$ cat config.mk
export PLATFORM = sky130hd
export DESIGN_NAME = idu_stage
export DESIGN_NICKNAME = d
export VERILOG_FILES = /design/src/rtl/idu_stage.sv
export SDC_FILE = /design/constraint.sdc
export NUM_CORES = 1
export LEC_CHECK = 0
export CAP_MARGIN = 20
export CELL_PAD_IN_SITES_DETAIL_PLACEMENT = 1
export CELL_PAD_IN_SITES_GLOBAL_PLACEMENT = 2
export CORE_MARGIN = 2
export CORE_UTILIZATION = 18
export DETAILED_ROUTE_END_ITERATION = 10
export GPL_ROUTABILITY_DRIVEN = 0
export PLACE_DENSITY_LB_ADDON = 0.12
export REMOVE_ABC_BUFFERS = 1
export SETUP_SLACK_MARGIN = 0.15
export SLEW_MARGIN = 20
export SYNTH_ARGS = -nofsm -noshare
export SYNTH_HDL_FRONTEND = slang
export SYNTH_SLANG_ARGS = --single-unit
$ cat constraint.sdc
create_clock -name clk -period 1.4 [get_ports clk]
set_input_delay 0.21 -clock clk [delete_from_list [all_inputs] [get_ports clk]]
set_output_delay 0.21 -clock clk [all_outputs]
set_load 0.02 [all_outputs]
$ cat src/rtl/idu_stage.sv
// idu_stage: instruction decode stage between the IFU and the EXU.
// Decodes the RV64I subset the ALU supports (ADDI, ADD, LUI, AUIPC, JAL,
// JALR) plus EBREAK, and flags everything else as illegal. The decoded
// bundle is held in a one-entry pipeline register.
// Optional feature macro: IDU_PERF_EN (accepted-instruction and stall counters).
//
// Handshake: a transfer happens on a rising edge where valid and ready are
// both high. in_ready = !out_valid | out_ready | flush, so the register
// refills in the same cycle it drains (one instruction per cycle). While
// out_valid & !out_ready the payload is held bit-stable. flush kills both
// the held bundle and any instruction offered in the same cycle.
module idu_stage #(
    parameter int XLEN = 64
) (
    input  logic            clk,
    input  logic            rst_n,
    input  logic            in_valid,
    output logic            in_ready,
    input  logic [31:0]     in_inst,
    input  logic [XLEN-1:0] in_pc,
    input  logic            flush,
    output logic            out_valid,
    input  logic            out_ready,
    output logic [XLEN-1:0] out_pc,
    output logic            out_ALUAsr,
    output logic [1:0]      out_ALUBsr,
    output logic [3:0]      out_ALUct,
    output logic [XLEN-1:0] out_Imm,
    output logic [4:0]      out_rs1,
    output logic [4:0]      out_rs2,
    output logic [4:0]      out_rd,
    output logic            out_rf_wen,
    output logic [1:0]      out_jump,
    output logic            out_ebreak,
    output logic            out_illegal,
    output logic [63:0]     perf_inst_cnt,
    output logic [63:0]     perf_stall_cnt
);

    localparam logic [6:0] OP_IMM   = 7'b0010011;
    localparam logic [6:0] OP_REG   = 7'b0110011;
    localparam logic [6:0] OP_LUI   = 7'b0110111;
    localparam logic [6:0] OP_AUIPC = 7'b0010111;
    localparam logic [6:0] OP_JAL   = 7'b1101111;
    localparam logic [6:0] OP_JALR  = 7'b1100111;
    localparam logic [31:0] INST_EBREAK = 32'h0010_0073;

    logic [6:0] opcode;
    logic [2:0] funct3;
    logic [6:0] funct7;
    logic [XLEN-1:0] imm_i, imm_u, imm_j;

    logic            dec_asr;
    logic [1:0]      dec_bsr;
    logic [3:0]      dec_ct;
    logic [XLEN-1:0] dec_imm;
    logic [1:0]      dec_jump;
    logic            dec_alu;
    logic            dec_ebreak;
    logic            dec_illegal;
    logic            dec_wen;
    logic            accept;

    assign opcode = in_inst[6:0];
    assign funct3 = in_inst[14:12];
    assign funct7 = in_inst[31:25];

    assign imm_i = {{(XLEN-12){in_inst[31]}}, in_inst[31:20]};
    assign imm_u = {{(XLEN-32){in_inst[31]}}, in_inst[31:12], 12'b0};
    assign imm_j = {{(XLEN-21){in_inst[31]}}, in_inst[31], in_inst[19:12],
                    in_inst[20], in_inst[30:21], 1'b0};

    assign in_ready = !out_valid || out_ready || flush;
    assign accept   = in_valid && in_ready && !flush;

    // Decode table; the defaults describe the illegal/EBREAK bundle shape.
    always_comb begin
        dec_asr    = 1'b1;
        dec_bsr    = 2'b00;
        dec_ct     = 4'b0001;
        dec_imm    = '0;
        dec_jump   = 2'b00;
        dec_alu    = 1'b0;
        dec_ebreak = 1'b0;
        unique case (opcode)
            OP_IMM: if (funct3 == 3'b000) begin
                dec_alu = 1'b1;
                dec_ct  = 4'b0000;
                dec_imm = imm_i;
            end
            OP_REG: if (funct3 == 3'b000 && funct7 == 7'b0) begin
                dec_alu = 1'b1;
                dec_bsr = 2'b01;
                dec_ct  = 4'b0000;
            end
            OP_LUI: begin
                dec_alu = 1'b1;
                dec_imm = imm_u;
            end
            OP_AUIPC: begin
                dec_alu = 1'b1;
                dec_asr = 1'b0;
                dec_ct  = 4'b0000;
                dec_imm = imm_u;
            end
            OP_JAL: begin
                dec_alu  = 1'b1;
                dec_asr  = 1'b0;
                dec_bsr  = 2'b10;
                dec_ct   = 4'b0000;
                dec_imm  = imm_j;
                dec_jump = 2'b01;
            end
            OP_JALR: if (funct3 == 3'b000) begin
                dec_alu  = 1'b1;
                dec_asr  = 1'b0;
                dec_bsr  = 2'b10;
                dec_ct   = 4'b0000;
                dec_imm  = imm_i;
                dec_jump = 2'b10;
            end
            default: begin
                dec_alu = 1'b0;
            end
        endcase
        if (in_inst == INST_EBREAK) begin
            dec_ebreak = 1'b1;
        end
    end

    // Writes to x0 are suppressed; EBREAK and illegal never write.
    assign dec_wen     = dec_alu && (in_inst[11:7] != 5'd0);
    assign dec_illegal = !dec_alu && !dec_ebreak;

    // Valid flag: flush wins, then accept refills, then a drain empties.
    always_ff @(posedge clk or negedge rst_n) begin
        if (!rst_n) begin
            out_valid <= 1'b0;
        end else if (flush) begin
            out_valid <= 1'b0;
        end else if (accept) begin
            out_valid <= 1'b1;
        end else if (out_ready) begin
            out_valid <= 1'b0;
        end
    end

    // Payload register: loads only on accept so it stays stable while held.
    always_ff @(posedge clk or negedge rst_n) begin
        if (!rst_n) begin
            out_pc      <= '0;
            out_ALUAsr  <= 1'b0;
            out_ALUBsr  <= 2'b00;
            out_ALUct   <= 4'b0000;
            out_Imm     <= '0;
            out_rs1     <= 5'd0;
            out_rs2     <= 5'd0;
            out_rd      <= 5'd0;
            out_rf_wen  <= 1'b0;
            out_jump    <= 2'b00;
            out_ebreak  <= 1'b0;
            out_illegal <= 1'b0;
        end else if (accept) begin
            out_pc      <= in_pc;
            out_ALUAsr  <= dec_asr;
            out_ALUBsr  <= dec_bsr;
            out_ALUct   <= dec_ct;
            out_Imm     <= dec_imm;
            out_rs1     <= in_inst[19:15];
            out_rs2     <= in_inst[24:20];
            out_rd      <= in_inst[11:7];
            out_rf_wen  <= dec_wen;
            out_jump    <= dec_jump;
            out_ebreak  <= dec_ebreak;
            out_illegal <= dec_illegal;
        end
    end

`ifdef IDU_PERF_EN
    // Performance counters: accepted instructions and backpressured cycles.
    always_ff @(posedge clk or negedge rst_n) begin
        if (!rst_n) begin
            perf_inst_cnt  <= 64'd0;
            perf_stall_cnt <= 64'd0;
        end else begin
            if (accept) begin
                perf_inst_cnt <= perf_inst_cnt + 64'd1;
            end
            if (out_valid && !out_ready) begin
                perf_stall_cnt <= perf_stall_cnt + 64'd1;
            end
        end
    end
`else
    assign perf_inst_cnt  = 64'd0;
    assign perf_stall_cnt = 64'd0;
`endif

endmodule
[Yosys cells after proc, flatten, opt, wreduce, memory -nomap -nowiden]
Index checks and enable logic that the tools add are counted.
W data, S select, Z words.
Word-level totals
  register bits after elaboration: 156
  input port bits: 101
Cells by class
  multiplexer cells: 18
  equal/unequal tests: 7
  reduce and logical (&&, ||, !) cells: 19
Operator list (number)
  $pmux W64 S3: 1
  $mux W64: 1
  $eq A32 B21 Y1 const B: 1
  $eq A7 B5 Y1 const B: 2
  $eq A7 B6 Y1 const B: 2
  $eq A7 B7 Y1 const B: 2
  $mux W1: 10
  $logic_not A7 Y1: 1
  $pmux W1 S3: 2
  $pmux W2 S3: 1
  $reduce_or A2 Y1: 3
  $logic_and A1 B1 Y1: 5
  $reduce_bool A5 Y1: 1
  $logic_not A1 Y1: 4
  $pmux W2 S2: 1
  $logic_not A3 Y1: 1
  $reduce_bool A3 Y1: 1
  $reduce_or A3 Y1: 1
  $logic_or A1 B1 Y1: 2
  $mux W2: 1
  $pmux W1 S2: 1

[Logic depth before layout (Yosys ltp)]
Gate-level depths: netlist of run 1.
  depth after elaboration: 7
  depth in mapped cells: 7
  gate-level depth less buffers: 5

[Worst setup path after synthesis of run 1]
No wires, ideal clock.
  path kind: register -> register
  start: reg out_valid
  end: reg out_pc[32]
  clock period less this slack: 1605 ps
  cell stages (with the launch flop): 8
  path buffers: 3
  arrival time: 1539 ps
  data required time: 1335 ps
  setup time: 65 ps
  setup slack: -205 ps
  cell sequence: dfrtp_1 -> nand2b_1 -> nor2b_1 -> clkbuf_1 -> clkbuf_1 -> buf_1 -> nand2_1 -> nand2_1
Between the ends
  word-level cells in the longest chain between the ends: 5
Ends and longest elaborated chain
  start, declared: line 22  | output logic out_valid,
  start signal, assigned: line 138  | out_valid <= 1'b0;
  start signal, assigned: line 140  | out_valid <= 1'b0;
  start signal, assigned: line 142  | out_valid <= 1'b1;
  $logic_not A1 Y1: line 73  | assign in_ready = !out_valid || out_ready || flush;
  $logic_or A1 B1 Y1 (2 in series): line 73
  $logic_and A1 B1 Y1 (2 in series): line 74  | assign accept = in_valid && in_ready && !flush;
  end signal, assigned: line 164  | out_pc <= in_pc;
  end, declared: line 24  | output logic [XLEN-1:0] out_pc,
No other way between the ends.
A chain may end at the register's enable or synchronous reset.

[Final worst setup path of run 1]
  start: reg out_valid
  end: out in_ready
Between the ends
  word-level cells in the longest chain between the ends: 3
Ends and longest elaborated chain
  $logic_not A1 Y1: line 73
  $logic_or A1 B1 Y1 (2 in series): line 73
  end, declared: line 18  | output logic in_ready,
No other way between the ends.

==> results of run 1 <==
## final cells by class
cell class              count  area (um^2)
clock buffers              19        452.9
repair buffers            338         2793
multi-input cells         504         2534
fillers                  3921        23910
clock inverters            13        167.7
well taps                 448        560.5
inverters                   2        7.507
flip-flops and latches    121         3028
## per-layer routing
metal	track usage [%]	up-vias	routed length, um
met5	0	-	0
met4	2.453	0	146
met3	5.166	9	1955
met2	19.33	232	10230
met1	16.22	2477	10210
li1	-	2477	-
## cells in the final DEF (no fill, tap or decap), types with 2 or more instances in the layout
cell and count:
nand2_1 242, conb_1 131, buf_2 128, dfrtp_1 121, clkdlybuf4s50_1 75, buf_4 70
clkbuf_16 21, nand2_2 20, buf_6 20, a21oi_1 18, o21ai_2 18, dlygate4sd2_1 18
buf_12 14, nand2_4 10, a22o_1 10, o21ai_1 5, a21oi_2 5, clkinvlp_4 5
nand4b_1 3, or4b_4 3, nor2_4 3, bufinv_16 3, inv_6 3, buf_8 3
nand2b_1 2, or2_4 2, nand2b_4 2, nand3b_1 2, nor3_1 2, nor2_2 2
nor4_2 2, clkbuf_8 2, clkdlybuf4s15_1 2, clkbuf_2 2
## state kept, by name (all words and copies together) (netlist names)
register / flops
out_valid: 1
out_ALUAsr: 1
out_ALUBsr: 2
out_Imm: 32
out_ALUct: 1
out_rf_wen: 1
out_illegal: 1
out_pc: 64
out_rs1: 5
out_jump: 2
out_rs2: 5
out_ebreak: 1
out_rd: 5
## synth_stat cells, types with 3 or more instances
master    instances
o21ai_0           6
dfrtp_1         121
nor4_1            3
o21ai_2           6
nand2b_1          4
buf_4           163
o21ai_1          13
nand4b_1          3
nor2_1            4
a21oi_1          23
a22o_1           10
clkbuf_1         23
nand2_1         272
## critical path: stages, from the launching register on
cell	delay (ns)
dfrtp_1	0.34
nand2b_1	0.09
or2_4	0.24
buf_6	0.13
## worst max path at each step
stage / from / endpoint / slack [ns] / depth (start not counted)
CTS: out_valid$_DFFE_PN0P_ / in_ready / -0.05 / 3
floorplan: out_valid$_DFFE_PN0P_ / out_Imm[20]$_DFFE_PN0P_ / -3.83 / 4
detailed placement: in_inst[5] / out_Imm[13]$_DFFE_PN0P_ / -0.79 / 7
finish: out_valid$_DFFE_PN0P_ / in_ready / -0.02 / 3
global placement: in_inst[6] / out_rf_wen$_DFFE_PN0P_ / -0.76 / 7
global route: out_valid$_DFFE_PN0P_ / in_ready / -0.11 / 3
## kinds of logic (layout without fill, tap and decap cells)
kind of cell	count (synthesis)	in the layout
simple gates	305	305
buf+inv	194	372
flops	121	121
compound gates	68	68
other cells	1	131
## per-stage QoR
step | setup slack (ns) | std cells | setup TNS (ns) | utilization (%)
CTS | -0.05010 | 1442 | -0.1616 | 27.60
finish | -0.02378 | 1445 | -0.03894 | 28.53
global placement | -0.7624 | 1403 | -54.33 | 27.09
floorplan | -3.827 | 627 | -384.43 | -
detailed placement | -0.7885 | 1403 | -54.37 | 27.09
global route | -0.1085 | 1445 | -5.027 | 28.53
## where the power goes
part / switching, mW / internal (mW) / total (mW) / leakage (nW)
clock network: 1.82 / 2.91 / 4.73 / 0.289
registers: 0.184 / 3.87 / 4.05 / 1.55
logic: 1.63 / 0.889 / 2.52 / 3.18
## timing repair
item | 4_1_cts | 5_1_grt
pin swaps | 24 | 40
endpoints found under the hold margin | 24 | 0
hold buffers | 1 | 0
buffers inserted | 3 | 0
gates resized for setup | 742 | 76
gates cloned | 3 | 3
endpoints found under the setup margin | 274 | 160
==> run metrics, run 1 <==
area share of the largest cell type after synthesis=49.75%; clk_lat worst skew=between 0.4 and 0.5 ns; max-cap violations=0; PD cells=1184 nW/um^2; Reg clk slew, reported paths=about 0.060 ns; FF+latch count, synth=between 100 and 150; adder-cell share of the synthesized area=0%; Nets=around 1,100; Mapped Avg Cell Area=8.833 um^2; Worst Hold Class=in2reg; Die Y=about 190 um; Hold Slack=between 0.15 and 0.2 ns; Highest Clock Rate=around 0.70 GHz; gr usage total=between 10% and 20%; Clock Tree Buf Depth=2; failing checks=negative setup slack; first-pass GRT wire length=roughly 33,000 um; WS Path Type=reg2out; vias in the first global route=5,320; Simple-Gate Fraction of Synth Area=between 20% and 30%; largest family of logic cells by synthesized area=buffers and inverters; dominant cells by area after synthesis=dfrtp_1, buf_4, nand2_1, a21oi_1, a22o_1; Die ar.=35,300 um^2; RSZ-0062 raised after global routing=yes; final setup vio count=2; Overflow after GRT=0; CP endpoint kind=output pin; Worst EP required=roughly 1.2 ns; clk_skew=about 0.0084 ns; CP Data Arrival Time=between 1 and 1.5 ns; Fin. Hold Viols=0; Reg2Reg Launch Point=out_valid$_DFFE_PN0P_; fin worst setup slack=-0.02378 ns; min-delay src=in_inst[10]; Final Cell Area=~9500 um^2; hold depth=3; Syn Inst Count=approximately 700; Area after DPL=9061 um^2; Initial Util=between 10% and 20%; crit-path max FO=2; initial antenna violation count=0; ant diodes=0; Synth async-reset ratio=between 90% and 100%; netlist area before placement=6086 um^2; compound-cell area share of the yosys netlist=7.381%; CTS sink cnt=~120; YS warnings=0; period utilization=101.7%; worst vdd ir=approximately 0.71 mV; Post-DP HPWL=roughly 17,000 um; via count=between 5,000 and 6,000; Worst Hold End=out_rd[3]$_DFFE_PN0P_; Tot Pwr=11.30 mW; P_leak=~5.0 nW; CTS tree=built; Core Box Area=about 33,000 um^2; post-synthesis xor/xnor area fraction=0%; width of the chip=187.9 um; Final ANT Viol Nets=0; reg2reg path depth=7; residual DRC count=0; synth-to-layout area growth=56.81%; Avg Vias per Cell=around 3.6; DRT iter0 DRCs=about 140; router iterations before antenna repair=4; Post-synth EDFFs=0; post-synth cell types=42; reg2reg end=out_ALUBsr[1]$_DFFE_PN0P_; port buffer count=254; Period minus WS final=1.424 ns; CTS H-tree lvls=4; max-slew violations=0; Startpoint Class=flop; register area share after synthesis=approximately 50%; total CTS buffers=17; status=complete, but fails checks; share of post-route cells with drive strength above 1=a little over a third; largest net degree at the start of global routing=42; Routed WL per cell=roughly 16 um; prevailing post-synth register cell=dfrtp_1; R2R setup slack=-0.02 ns; Top Ports=386; final WL=22,540 um; post-synthesis mux area share=0%; FP Rows=between 60 and 70; largest area contributor in the netlist=dfrtp_1; clk root buf=clkbuf_16
Power figures use the tool's default switching activity.
==> run 2, diff against run 1 <==
--- a/config.mk
+++ b/config.mk
@@ -15,7 +15,6 @@
 export PLACE_DENSITY_LB_ADDON = 0.12
 export REMOVE_ABC_BUFFERS = 1
 export SETUP_SLACK_MARGIN = 0.15
-export SLEW_MARGIN = 20
 export SYNTH_ARGS = -nofsm -noshare
 export SYNTH_HDL_FRONTEND = slang
 export SYNTH_SLANG_ARGS = --single-unit
==> results of run 2 <==
Final layout, timing and power as in run 1 (identical DEF).
